## src/rtl/seg7_pkg.sv

```systemverilog
// Shared constants for the seven-segment scan driver: hex font and segment bit positions.
package seg7_pkg;
  localparam logic [7:0] SEG_OFF_AH = 8'h00;

  localparam int SEG_A  = 0;
  localparam int SEG_B  = 1;
  localparam int SEG_C  = 2;
  localparam int SEG_D  = 3;
  localparam int SEG_E  = 4;
  localparam int SEG_F  = 5;
  localparam int SEG_G  = 6;
  localparam int SEG_DP = 7;

  // Active-high gfedcba patterns; entry 15 first so HEX_FONT[n] selects digit n.
  localparam logic [15:0][6:0] HEX_FONT = {
    7'h71, 7'h79, 7'h5E, 7'h39, 7'h7C, 7'h77, 7'h6F, 7'h7F,
    7'h07, 7'h7D, 7'h6D, 7'h66, 7'h4F, 7'h5B, 7'h06, 7'h3F
  };
endpackage

```

## src/rtl/seg7_scan_driver_if.sv

```systemverilog
// Display-side bundle: value/dp/blanking controls in, digit select and segment pattern out.
interface seg7_scan_driver_if;
  logic        enable;
  logic [31:0] data_in;
  logic [7:0]  dp_in;
  logic        blank_lz;
  logic [2:0]  which;
  logic [7:0]  seg;

  modport master (output enable, data_in, dp_in, blank_lz, input which, seg);
  modport slave  (input enable, data_in, dp_in, blank_lz, output which, seg);
endinterface

```

## src/rtl/seg7_scan_driver_hex_to_seg7.sv

```systemverilog
// Nibble to active-high a..g segment pattern.
module hex_to_seg7
  import seg7_pkg::*;
(
  input  logic [3:0] nib,
  output logic [6:0] segs
);
  assign segs = HEX_FONT[nib];
endmodule

```

## src/rtl/seg7_scan_driver.sv

```systemverilog
// Time-multiplexes a 32-bit value as 8 hex digits; the value is latched once per frame
// on the 7->0 digit wrap so a frame never shows a mix of old and new data.
module seg7_scan_driver
  import seg7_pkg::*;
#(
  parameter int SCAN_DIV       = 100000,
  parameter bit SEG_ACTIVE_LOW = 1'b1
) (
  input  logic clk,
  input  logic rst_n,
  seg7_scan_driver_if.slave dsp
);
  localparam int DW = $clog2(SCAN_DIV);
  localparam logic [7:0] SEG_DARK = SEG_ACTIVE_LOW ? ~SEG_OFF_AH : SEG_OFF_AH;

  logic [DW-1:0] div;
  logic          tick;
  logic [2:0]    which_q, which_nx;
  logic [31:0]   sh_d, sh_d_nx;
  logic [7:0]    sh_dp, sh_dp_nx;
  logic          sh_blz, sh_blz_nx;
  logic          en_q;
  logic [7:0]    seg_q, seg_nx, pat;
  logic [7:0]    zhi;
  logic [3:0]    nib;
  logic [6:0]    font;
  logic          upd;

  assign tick = (div == DW'(SCAN_DIV - 1));

  always_comb begin
    which_nx  = which_q;
    sh_d_nx   = sh_d;
    sh_dp_nx  = sh_dp;
    sh_blz_nx = sh_blz;
    if (tick) begin
      which_nx = which_q + 3'd1;
      if (which_nx == 3'd0) begin
        sh_d_nx   = dsp.data_in;
        sh_dp_nx  = dsp.dp_in;
        sh_blz_nx = dsp.blank_lz;
      end
    end
  end

  // zhi[i]: nibbles i..7 of the shadow value are all zero
  always_comb begin
    logic z;
    z   = 1'b1;
    zhi = '0;
    for (int i = 7; i >= 0; i--) begin
      z      = z && (sh_d_nx[4*i +: 4] == 4'h0);
      zhi[i] = z;
    end
  end

  assign nib = sh_d_nx[{which_nx, 2'b00} +: 4];

  hex_to_seg7 u_font (.nib(nib), .segs(font));

  always_comb begin
    pat = SEG_OFF_AH;
    pat[SEG_G:SEG_A] = font;
    if (sh_blz_nx && (which_nx != 3'd0) && zhi[which_nx])
      pat[SEG_G:SEG_A] = 7'h00;
    pat[SEG_DP] = sh_dp_nx[which_nx];
    if (!dsp.enable)
      pat = SEG_OFF_AH;
    seg_nx = SEG_ACTIVE_LOW ? ~pat : pat;
  end

  // seg only moves on a tick, on a disabled cycle, or the first cycle after re-enable
  assign upd = tick || !dsp.enable || !en_q;

  always_ff @(posedge clk) begin
    if (!rst_n) begin
      div     <= '0;
      which_q <= 3'd7;
      sh_d    <= '0;
      sh_dp   <= '0;
      sh_blz  <= 1'b0;
      en_q    <= 1'b1;
      seg_q   <= SEG_DARK;
    end else begin
      div     <= tick ? '0 : div + 1'b1;
      which_q <= which_nx;
      sh_d    <= sh_d_nx;
      sh_dp   <= sh_dp_nx;
      sh_blz  <= sh_blz_nx;
      en_q    <= dsp.enable;
      if (upd) seg_q <= seg_nx;
    end
  end

  assign dsp.which = which_q;
  assign dsp.seg   = seg_q;
endmodule

```

## src/flat_wrapper.sv

```systemverilog
// flat-port wrapper written by rule: the top's interface ports become plain ports
module seg7_scan_driver_flat import seg7_pkg::*;
#(
  parameter int SCAN_DIV       = 100000,
  parameter bit SEG_ACTIVE_LOW = 1'b1
)
  (clk, rst_n, dsp_enable, dsp_data_in, dsp_dp_in, dsp_blank_lz, dsp_which, dsp_seg);
  seg7_scan_driver_if dsp_i ();
  input  logic clk;
  input  logic rst_n;
  input wire logic [$bits(dsp_i.enable)-1:0] dsp_enable;
  input wire logic [$bits(dsp_i.data_in)-1:0] dsp_data_in;
  input wire logic [$bits(dsp_i.dp_in)-1:0] dsp_dp_in;
  input wire logic [$bits(dsp_i.blank_lz)-1:0] dsp_blank_lz;
  output wire logic [$bits(dsp_i.which)-1:0] dsp_which;
  output wire logic [$bits(dsp_i.seg)-1:0] dsp_seg;
  assign dsp_i.enable = dsp_enable;
  assign dsp_i.data_in = dsp_data_in;
  assign dsp_i.dp_in = dsp_dp_in;
  assign dsp_i.blank_lz = dsp_blank_lz;
  assign dsp_which = dsp_i.which;
  assign dsp_seg = dsp_i.seg;
  seg7_scan_driver #(.SCAN_DIV(SCAN_DIV), .SEG_ACTIVE_LOW(SEG_ACTIVE_LOW)) u_core (.clk(clk), .rst_n(rst_n), .dsp(dsp_i));
endmodule
```

## config.mk

```make
export PLATFORM = sky130hd
export DESIGN_NAME = seg7_scan_driver_flat
export DESIGN_NICKNAME = d
export VERILOG_FILES = /design/src/rtl/seg7_pkg.sv /design/src/rtl/seg7_scan_driver_if.sv /design/src/rtl/seg7_scan_driver_hex_to_seg7.sv /design/src/rtl/seg7_scan_driver.sv /design/src/flat_wrapper.sv
export SDC_FILE = /design/constraint.sdc
export NUM_CORES = 1
export LEC_CHECK = 0
export CAP_MARGIN = 20
export CORE_MARGIN = 3
export CORE_UTILIZATION = 51
export DETAILED_ROUTE_END_ITERATION = 6
export PLACE_DENSITY = 0.77
export SYNTH_ARGS = -nofsm -noshare
export SYNTH_HDL_FRONTEND = slang
export SYNTH_SLANG_ARGS = --single-unit
```

## constraint.sdc

```tcl
create_clock -name clk -period 3.16 [get_ports clk]
set_input_delay 0.632 -clock clk [delete_from_list [all_inputs] [get_ports clk]]
set_output_delay 0.632 -clock clk [all_outputs]
set_load 0.005 [all_outputs]
```

[Word level (Yosys, flattened, before mapping)]
Memories as Yosys holds them, arrays and structs flattened.
Cells that the tools add are included.
Widths: inputs -> output; s select.
Word-level totals
  register bits after elaboration: 70
  bits in latches: 0
  memory bits (writable): 0
  ROM bits: 112
  bits of input ports: 44
  logic and storage cells: 54
  memories: 1
Cells by class
  $add $sub $neg: 2
  $mul: 0
  div/mod/pow operators: 0
  magnitude comparators: 2
  equal/unequal tests: 1
  shift operators: 1
  muxes and demuxes: 14
  bitwise logic cells: 2
  reductions and logical operators: 24
Memories
  (no name shown): words 16, width 7, read ports 1, clocked after memory_dff 0, wr ports 0, line seg7_scan_driver_hex_to_seg7.sv:8  | assign segs = HEX_FONT[nib];
Operator list (number)
  $mux 32: 2
  $logic_not 4->1: 8
  $shiftx 32x6->4: 1
  $mux 8: 3
  $add 17x1->17 const B: 1
  $eq 17x17->1 const B: 1
  $mux 7: 2
  $logic_and 1x1->1: 9
  $not 8->8: 1
  $bmux 1 s3: 2
  $lt 4x5->1 const B: 1
  $lt 3x4->1 const B: 1
  $mux 1: 4
  $add 3x1->3 const B: 1
  $logic_not 3->1: 1
  $mux 3: 1
  $reduce_bool 3->1: 1
  $logic_not 1->1: 2
  $logic_or 1x1->1: 2
  $reduce_or 2->1: 1
  $not 1->1: 1

[Logic depth before layout (Yosys ltp)]
Gate-level depths: netlist of the first run.
  depth after elaboration: 18
  depth in mapped cells: 16

[Modules after synthesis]
Synthesis of the first run repeated with hierarchy kept, for this count alone.
Second synthesis, totals
  cell total of the unflattened synthesis: 491
  area total of the unflattened synthesis: 4142.7 um^2
By module, submodules not included
  seg7_scan_driver: times used 1, cells each 458, area each 3854.9 um^2
  hex_to_seg7: times used 1, cells each 33, area each 287.8 um^2

[Worst setup path before layout of the first run]
Ideal clock, no wire load.
  kind: reg-to-reg
  start point: register u_core.which_q[0], in the netlist u_core.dsp.which[0]
  end point: register u_core.seg_q[5], in the netlist u_core.dsp.seg[5]
  data arrival time: 2984 ps
  required time: 3031 ps
  setup slack: 47 ps
  cell stages (with the launch flop): 14
  clock period less this slack: 3113 ps
  cells stage by stage: dfxtp_1 -> ha_1 -> xnor2_2 -> nand2_2 -> buf_4 -> mux4_2 -> o221ai_1 -> o21ai_1 -> o21ai_1 -> inv_1 -> ha_1 -> mux2_1 -> nand2_1 -> a31oi_1
Between the ends
  word-level cells in the longest chain between the ends: 18
  elaborated cells between the ends (all ways): 33
  classes of those cells: 1 x add/sub; 1 x shift; 10 x mux; 1 x bitwise; 19 x reduce/logical; 1 x memory
RTL lines
  start, declared: line seg7_scan_driver.sv:18  | logic [2:0] which_q, which_nx;
  start signal, assigned: line seg7_scan_driver.sv:86  | which_q <= which_nx;
  branches (longest 15 deep; another with $mem_v2 16x7)
  $mux 7 (*): line seg7_scan_driver.sv:64  | if (sh_blz_nx && (which_nx != 3'd0) && zhi[which_nx])
  $mux 8 (*): line seg7_scan_driver.sv:67  | if (!dsp.enable)
  $not 8->8 (*): line seg7_scan_driver.sv:69  | seg_nx = SEG_ACTIVE_LOW ? ~pat : pat;
  end signal, assigned: line seg7_scan_driver.sv:91  | if (upd) seg_q <= seg_nx;
  end, declared: line seg7_scan_driver.sv:23  | logic [7:0] seg_q, seg_nx, pat;
Every way passes the cells marked *. The select of a mux whose other input is x is not followed.
A chain may end at the register's enable or synchronous reset.

[Worst setup path in the final report of the first run]
  start point: register u_core.div[0]
  end point: register u_core.seg_q[2], in the netlist u_core.dsp.seg[2]
Between the ends
  word-level cells in the longest chain between the ends: 16
  elaborated cells between the ends (all ways): 32
  classes of those cells: 1 x eq/ne; 1 x shift; 8 x mux; 1 x bitwise; 20 x reduce/logical; 1 x memory
RTL lines
  start, declared: line seg7_scan_driver.sv:16  | logic [DW-1:0] div;
  start signal, assigned: line seg7_scan_driver.sv:85  | div <= tick ? '0 : div + 1'b1;
  $eq 17x17->1 (*): line seg7_scan_driver.sv:29  | assign tick = (div == DW'(SCAN_DIV - 1));
  branches (longest 15 deep; another with $mem_v2 16x7)
Marked as above.

==> results of run 1 <==
-- timing repair --
action | 4_1_cts | 5_1_grt
gates resized for setup | 1 | 10
gates cloned | 0 | 1
pin swaps | 0 | 3
setup endpoints to repair | 1 | 8
buffers inserted | 0 | 4
-- layout by cell type, fill, tap and decap left out, types with 15 or more instances in the layout --
| cell | n |
|---|---|
| mux2i_1 | 31 |
| buf_4 | 27 |
| nor2_1 | 27 |
| dfxtp_1 | 70 |
| clkdlybuf4s50_1 | 54 |
| a21boi_0 | 33 |
| nand3_1 | 15 |
| nand2_1 | 94 |
| a21oi_1 | 19 |
-- state kept, by name, summed over array words and instances, names as in the netlist --
name and cells:
u_core.sh_d 32, u_core.div 17, u_core.dsp.seg 8, u_core.sh_dp 8, u_core.dsp.which 3, u_core.en_q 1, u_core.sh_blz 1
-- worst paths after layout --
path / from / endpoint / slack, ps / cells past startpoint
max: u_core.div[0] / u_core.dsp.seg[2] / 130 / 10
min: u_core.div[0] / u_core.div[0] / 470 / 1
max reg2reg: u_core.div[0] / u_core.dsp.seg[2] / 130 / 10
min reg2reg: u_core.div[0] / u_core.div[0] / 470 / 1
-- logic make-up (layout without fill, tap and decap cells) --
family,after synthesis,after routing,share of synthesized area
flops,70,70,0.322
buf+inv,40,109,0.0425
fa+ha+maj,8,8,0.0230
xor+xnor,20,20,0.0454
compound gates,116,116,0.195
simple gates,207,208,0.230
mux,47,47,0.142
-- per-layer routing --
metal,GRT usage,share of wire
met4,0.0809,0.015
met5,0,0
met1,0.328,0.44
met2,0.410,0.48
met3,0.0580,0.058
-- report_power, final --
part           leakage, nW  switching [W]  internal [W]
clock                0.107       0.000365      0.000451
sequential           0.565     0.00000507      0.000888
combinational         1.40      0.0000488     0.0000764
-- critical path, delay by kind of cell (launching register included) --
family	cells	cell delay [ps]
simple gates	4	870
mux	2	760
compound gates	3	670
fa+ha+maj	1	220
flops	1	380
-- final cells by class --
cell class	count	area, um^2
Sequential cell	70	1400
Inverter	9	33.8
Multi-Input combinational cell	399	2810
Clock inverter	6	93.8
Tap cell	105	131
Fill cell	718	2870
Timing Repair Buffer	84	798
Clock buffer	10	128
-- through the flow --
step	cell area [um^2]	std cells	utilization	power, W	TNS [ps]
after global placement	5100	662	0.617	0.00104	-11.0
after detailed placement	5100	662	0.617	0.00104	-71.7
after global routing	5390	683	0.653	0.00190	-22.1
after floorplan	4360	508	-	0.000953	0
final	5390	683	0.653	0.00183	0
after CTS	5330	678	0.645	0.00185	0
==> metrics.yaml, run 1 <==
slowest_stage: "mux2i_4"
yosys-top-cells-count: "nand2_1, dfxtp_1, a21boi_0"
outcome: "finished clean"
hp-class: "reg -> reg"
tightest_slew_ps: 544
core_area_um2: 8260
fmax_ghz: 0.330
start_util: 0.527
boundaryPins: 55
critPathKind: "reg -> reg"
worstPathArrival_ps: 3260
synth_edf_count: 0
place_congestion: 0.944
synth_top_area_share: 0.322
wl_per_cell_um: 17.7
hold_ws_ps: 469
synth_nets: 560
htree_num_levels: 3
dieArea_um2: 9680
num-nets-final: 625
cts_hold_buf: 0
drive_gt1_frac: 0.142
max_stage_delay_ps: 420
cts-root-buf: "clkbuf_8"
layout_setup_ws_ps: 131
vdd_ir_drop_max_uv: 310
insertion_delay_ps: 340
syn_to_final_growth_pct: 23.8
cp_max_fo: 6
n_antenna_cell: 0
dr.first_iter.drc_count: 238
drt_wl_total_um: 12100
syn_avg_cell_area_um2: 8.57
antenna_left: 0
power.density_nw_per_um2: 340
finalCritPeriodShare: 0.958
synth_seq_cells: 70
drt_pass1_iterations: 4
leakage_nw: 2.07
ys_top_cells_by_area: "dfxtp_1, nand2_1, mux2i_1, a21boi_0, mux4_2"
end_kind: "register"
dp_hpwl_um: 9090
seq_area_frac_synth: 0.322
final-hold-violation-count: 0
port_buffers: 54
clock_skew_ps: 8.64
clock_sinks: 70
cts_inserted_buffers: 9
via_per_inst: 5.97
cts_max_path_buffers: 2
finalMaxSlewViolations: 0
yosys_most_used_dff: "dfxtp_1"
rsz0062_at_grt: "true"
grt_use_total: 0.250
worst_setup_path_start_kind: "register"
crit_required_ps: 3390
grt_overflow: 0
cp_cell_sequence: "ha_1 -> and4_1 -> and4_4 -> mux2i_4 -> a2bb2oi_4 -> a32oi_2 -> mux2_4 -> and3_1 -> o32ai_1 -> nand3_1"
dieHeight_um: 98.4
grt_first_pass_wirelength_um: 19500
route.detailed.drc: 0
tritoncts: "built"
clk_pin_slew_ps: 80
setup-violations-final: 0
yosysUniqueCellTypes: 69
ys_async_sr_fraction: 0
synthCells: 508
num_rows: 33
place_ws_ps: -71.7
grt_max_degree: 31
ys_warn_count: 0
yosysMostFrequentCell: "nand2_1"
antenna_found_initial: 0
synth_area_um2: 4360
grt_pass1_vias: 3979
drv_cap: 0
fin_crit_ps: 3030
die_width_um: 98.4
max_slew_margin: 0.634
vias: 4078
synth_top_area_cell: "dfxtp_1"
Power figures use the tool's default switching activity.
==> run 2, diff against run 1 <==
- CELL_PAD_IN_SITES_DETAIL_PLACEMENT: not set -> 1
- CELL_PAD_IN_SITES_GLOBAL_PLACEMENT: not set -> 2
- CORE_UTILIZATION: 51 -> 31
- PLACE_DENSITY: 0.77 -> not set
- PLACE_DENSITY_LB_ADDON: not set -> 0.1
==> run 2 against run 1 <==
Total power is 14% higher; clock-buffer cell count is 1 lower; sequential power hardly changed; final area is 4.8% higher; highest routed layer unchanged; critical path depth is 1 higher; combinational power is 5% higher; cell count is 12% higher; hold slack better by 5.5 ps.
==> metrics.yaml, run 2 (synthesized netlist as in run 1, its figures left out) <==
outcome: "finished clean"
antenna_left: 0  # unchanged
worstReg2RegEnd: "u_core.dsp.seg[3]"
hold_depth: 2  # +1
cts_max_path_buffers: 2  # unchanged
post-route-util: 0.418  # -0.235
die_width_um: 125  # +27%
clock_skew_ps: 6.99  # -1.65 ps
fmax_ghz: 0.332  # +0.68%
boundaryPins: 55  # unchanged
hold-path-endpoint: "u_core.sh_blz"
leakage_nw: 2.16  # +4.2%
antenna_found_initial: 0  # unchanged
reg2reg_from: "u_core.div[1]"
insertion_delay_ps: 350  # about the same
rsz0062_at_grt: "true"
max_slew_margin: 0.591  # -0.0432
port_buffers: 54  # unchanged
rrSetupSlack_ps: 150  # +20 ps
worst_setup_path_start_kind: "register"
layout_setup_ws_ps: 152  # +20.4 ps
hp-class: "reg -> reg"
dieHeight_um: 125  # +27%
core_area_um2: 13500  # +64%
drt_wl_total_um: 14200  # +18%
start_util: 0.322  # -0.205
drive_gt1_frac: 0.165  # +0.0234
grt_pass1_vias: 4252  # +6.9%
via_per_inst: 5.32  # -11%
route.detailed.drc: 0  # unchanged
cts_inserted_buffers: 9  # unchanged
tritoncts: "built"
power.density_nw_per_um2: 370  # +8.9%
finalMaxSlewViolations: 0  # unchanged
largest_reg_flops: 32  # unchanged
cts_hold_buf: 0  # unchanged
grt_overflow: 0  # unchanged
most-common-layout-cells: "nand2_1, dfxtp_1, clkdlybuf4s50_1"
finalCritPeriodShare: 0.952  # -0.00645
syn_to_final_growth_pct: 29.7
end_kind: "register"
top_regs: "u_core.sh_d x32, u_core.div x17"
critPathKind: "reg -> reg"
clock_sinks: 70  # unchanged
htree_num_levels: 3  # unchanged
place_congestion: 0.812  # -14%
vdd_ir_drop_max_uv: 189  # -39%
worstPathArrival_ps: 3230  # -30 ps
wl_per_cell_um: 18.7  # +5.7%
crit_required_ps: 3390  # about the same
cp_max_fo: 20  # +14
dp_hpwl_um: 10800  # +18%
fin_cells: 763  # +12%
vias: 4056  # -0.54%
grt_use_total: 0.189  # -0.0613
drt_pass1_iterations: 6  # +2
top_register: "u_core.sh_d"
cts-root-buf: "clkbuf_16"
dr.first_iter.drc_count: 128  # -46%
num-nets-final: 634  # +1.4%
grt_first_pass_wirelength_um: 23400  # +20%
final-hold-violation-count: 0  # unchanged
n_antenna_cell: 0  # unchanged
dp.cells: 746  # +13%
drv_cap: 0  # unchanged
setup-violations-final: 0  # unchanged
tightest_slew_ps: 612  # +67.8 ps
hold_start: "u_core.sh_blz"
layout_commonest_cell: "nand2_1"
reg2regPathDepth: 11  # +1
fin_crit_ps: 3010  # -20.4 ps
num_rows: 42  # +27%
clk_pin_slew_ps: 60  # -20 ps
p_total_w: 0.00209  # +14%
place_ws_ps: -3.43  # +68.3 ps
grt_max_degree: 25  # -19%
dieArea_um2: 15500  # +60%
## run 2: cell count changes in the layout (fill, tap and decap cells not counted), sizes merged
| cell | before | now |
|---|---|---|
| buf | 30 | 40 |
| bufinv | 2 | 1 |
| clkbuf | 10 | 9 |
| clkinv | 2 | 3 |
| clkinvlp | 1 | 0 |
| inv | 10 | 12 |
| nand2 | 99 | 98 |
## run 2: cell type report
type / count / area, um^2
fillers: 1552 / 7860
multi-input cells: 398 / 2820
clock buffers: 9 / 225
well taps: 176 / 220
repair buffers: 94 / 866
inverters: 9 / 33.8
clock inverters: 7 / 81.3
flip-flops and latches: 70 / 1400
## run 2: through the flow
stage	cell area [um^2]	TNS [ps]	hold WS (ps)
after floorplan	4360	0	430
after global placement	5290	-57.8	455
after detailed placement	5290	-3.43	474
after CTS	5590	0	482
after global routing	5650	-70.6	510
final	5650	0	474
## run 2: what timing repair did
item / 4_1_cts / 5_1_grt
resized for setup: 0 / 11
buffers inserted: 0 / 1
endpoints found under the setup margin: 0 / 7
## run 2: worst max path at each step
stage	from	endpoint	slack (ps)	depth (start not counted)
2_1_floorplan	u_core.dsp.which[0]	u_core.dsp.seg[5]	50	13
3_3_place_gp	dsp_data_in[17]	u_core.dsp.seg[3]	-60	9
3_5_place_dp	dsp_data_in[20]	u_core.dsp.seg[5]	-3	10
4_1_cts	u_core.dsp.which[0]	u_core.dsp.seg[5]	40	13
5_1_grt	u_core.div[1]	u_core.dsp.seg[3]	-70	11
6_report	u_core.div[1]	u_core.dsp.seg[3]	150	11
## run 2: per-layer routing
layer / track usage / part of all wire / vias to the layer above
met1: 0.253 / 0.48 / 1988
met2: 0.307 / 0.47 / 66
met3: 0.0317 / 0.035 / 14
met5: 0 / 0 / -
li1: - / - / 1988
met4: 0.0658 / 0.015 / 0
## run 2: worst max-delay path, cell delays in order (launching register included)
cell      delay, ps
dfxtp_1         350
ha_1            210
and4_1          250
nand4_1         190
buf_4           290
a311oi_1        470
a22oi_2         200
mux2_4          300
buf_4           150
mux2i_1         120
nor4_1          270
a311oi_1         80
## run 2: where the power goes
| group | leakage (nW) | switching, W | internal (W) |
|---|---|---|---|
| combinational | 1.44 | 0.0000513 | 0.0000794 |
| sequential | 0.565 | 0.00000468 | 0.000889 |
| clock | 0.152 | 0.000444 | 0.000624 |
| total | 2.16 | 0.000500 | 0.00159 |
==> run 3, diff against run 2 <==
- CORE_UTILIZATION: 31 -> 34
- clock period: 3.16 -> 3.2 ns (I/O delays scaled with it)
==> run 3 against run 2 <==
Register-to-register slack improved by 20 ps; non-clock buffer count fell by 2; clock-buffer cell count rose by 5; clock skew barely moved; sequential cell count did not move; clock power barely moved; hold slack got worse by 2.3 ps; critical path depth rose by 1; total power barely moved; sequential power fell by 1%; highest routed layer unchanged.
==> metrics.yaml, run 3 (synthesized netlist as in run 1, its figures left out) <==
insertion_delay_ps: 350  # about the same
clock_skew_ps: 6.54  # -0.445 ps
fin_cells: 753  # -1.3%
tns_ps: 0  # unchanged
vdd_ir_drop_max_uv: 288  # +52%
dieHeight_um: 119  # -4.3%
p_total_w: 0.00209  # about the same
tightest_slew_ps: 561  # -51.3 ps
via_per_inst: 5.44  # +2.3%
worst-path-buf-inv: 3  # +1
largest_reg_flops: 32  # unchanged
max_stage_delay_ps: 350  # -120 ps
most-common-layout-cells: "nand2_1, dfxtp_1, clkdlybuf4s50_1"
max_slew_margin: 0.621  # +0.0306
drt_pass1_iterations: 4  # -2
start_util: 0.355  # +0.0327
end_kind: "register"
die_width_um: 119  # -4.3%
dieArea_um2: 14200  # -8.4%
power.density_nw_per_um2: 370  # about the same
grt_first_pass_wirelength_um: 23000  # -1.7%
clk_pin_slew_ps: 60  # about the same
rrSetupSlack_ps: 170  # +20 ps
fmax_ghz: 0.330  # -0.59%
cp_top_family: "simple AND/OR/NAND/NOR gates"
layout_setup_ws_ps: 174  # +22.0 ps
num-nets-final: 632  # -0.32%
cp_max_fo: 29  # +45%
final-hold-violation-count: 0  # unchanged
reg2reg_from: "u_core.div[1]"
setup-violations-final: 0  # unchanged
cts_max_path_buffers: 2  # unchanged
vias: 4095  # +0.96%
n_antenna_cell: 0  # unchanged
rsz0062_at_grt: "false"
port_buffers: 54  # unchanged
leakage_nw: 2.16  # -0.20%
path_depth: 12  # +1
drv_cap: 0  # unchanged
cts-root-buf: "clkbuf_16"
core_area_um2: 12300  # -9.2%
boundaryPins: 55  # unchanged
dp.cells: 737  # -1.2%
wl_per_cell_um: 18.8  # +0.52%
dp_hpwl_um: 10600  # -1.3%
dr.first_iter.drc_count: 289  # +130%
clock_sinks: 70  # unchanged
outcome: "finished clean"
reg2regPathDepth: 12  # +1
num_rows: 40  # -4.8%
cp_cell_sequence: "ha_1 -> and4_1 -> nand4_1 -> buf_12 -> nor2_2 -> a2bb2oi_2 -> nor2b_1 -> o22ai_1 -> buf_4 -> inv_1 -> or3_1 -> a31oi_1"
cts_hold_buf: 0  # unchanged
hold_depth: 2  # unchanged
route.detailed.drc: 0  # unchanged
place_congestion: 0.858  # +5.6%
crit_required_ps: 3480  # +90 ps
critPathCapture: "u_core.dsp.seg[5]"
grt_use_total: 0.205  # +0.0163
drt_wl_total_um: 14100  # -0.80%
hp-class: "reg -> reg"
top_regs: "u_core.sh_d x32, u_core.div x17"
critPathKind: "reg -> reg"
tritoncts: "built"
drive_gt1_frac: 0.162  # -0.00285
finalCritPeriodShare: 0.946  # -0.00629
top_register: "u_core.sh_d"
antenna_left: 0  # unchanged
worst_setup_path_start_kind: "register"
antenna_found_initial: 0  # unchanged
worstReg2RegEnd: "u_core.dsp.seg[5]"
grt_pass1_vias: 4250  # -0.047%
cts_inserted_buffers: 9  # unchanged
grt_max_degree: 30  # +20%
fin_crit_ps: 3030  # +18.0 ps
startpoint: "u_core.div[1]"
grt_overflow: 0  # unchanged
slowest_stage: "dfxtp_1"
worstPathArrival_ps: 3300  # +70 ps
htree_num_levels: 3  # unchanged
syn_to_final_growth_pct: 29.8
finalMaxSlewViolations: 0  # unchanged
place_ws_ps: -281  # -277 ps
layout_commonest_cell: "nand2_1"
-- run 3: tightest hold or removal path: cells and delay by family (launching register included) --
kind               cells  cell delay, ps
DFF                    1             310
AOI/OAI and AO/OA      1              70
and+or+nand+nor        1              50
-- run 3: per-stage QoR --
step | utilization | instance area [um^2] | hold WS, ps
CTS | 0.457 | 5610 | 480
global placement | 0.431 | 5280 | 454
floorplan | - | 4360 | 430
global route | 0.461 | 5650 | 514
finish | 0.461 | 5650 | 472
detailed placement | 0.431 | 5280 | 472
-- run 3: power by group --
group / switching, W / leakage, nW / internal [W]
Sequential: 0.00000476 / 0.565 / 0.000878
Combinational: 0.0000516 / 1.44 / 0.0000797
Clock: 0.000391 / 0.155 / 0.000689
Total: 0.000447 / 2.16 / 0.00165
-- run 3: timing repair --
item	4_1_cts	5_1_grt
gates resized for setup	1	12
buffers inserted	0	0
setup endpoints to repair	1	6
pin swaps	0	1
-- run 3: worst min-delay path by stage --
| stage | from | end | slack, ps |
|---|---|---|---|
| 4_1_cts | u_core.sh_blz | u_core.sh_blz | 480 |
| 3_5_place_dp | u_core.sh_blz | u_core.sh_blz | 470 |
| 5_1_grt | u_core.sh_blz | u_core.sh_blz | 510 |
| 3_3_place_gp | u_core.sh_blz | u_core.sh_blz | 450 |
| 2_1_floorplan | u_core.div[0] | u_core.div[0] | 430 |
| 6_report | u_core.sh_blz | u_core.sh_blz | 470 |
-- run 3: area by class of cell --
type / instances / area, um^2
Clock buffer: 14 / 284
Multi-Input combinational cell: 398 / 2820
Sequential cell: 70 / 1400
Timing Repair Buffer: 92 / 863
Tap cell: 168 / 210
Clock inverter: 2 / 37.5
Inverter: 9 / 33.8
Fill cell: 1436 / 6610
-- run 3: metal layers --
metal | vias up | wire length, um | GRT usage
met2 | 85 | 6580 | 0.333
met1 | 2016 | 6750 | 0.269
met5 | - | 0 | 0
li1 | 1981 | - | -
met4 | 0 | 190 | 0.0623
met3 | 13 | 609 | 0.0489
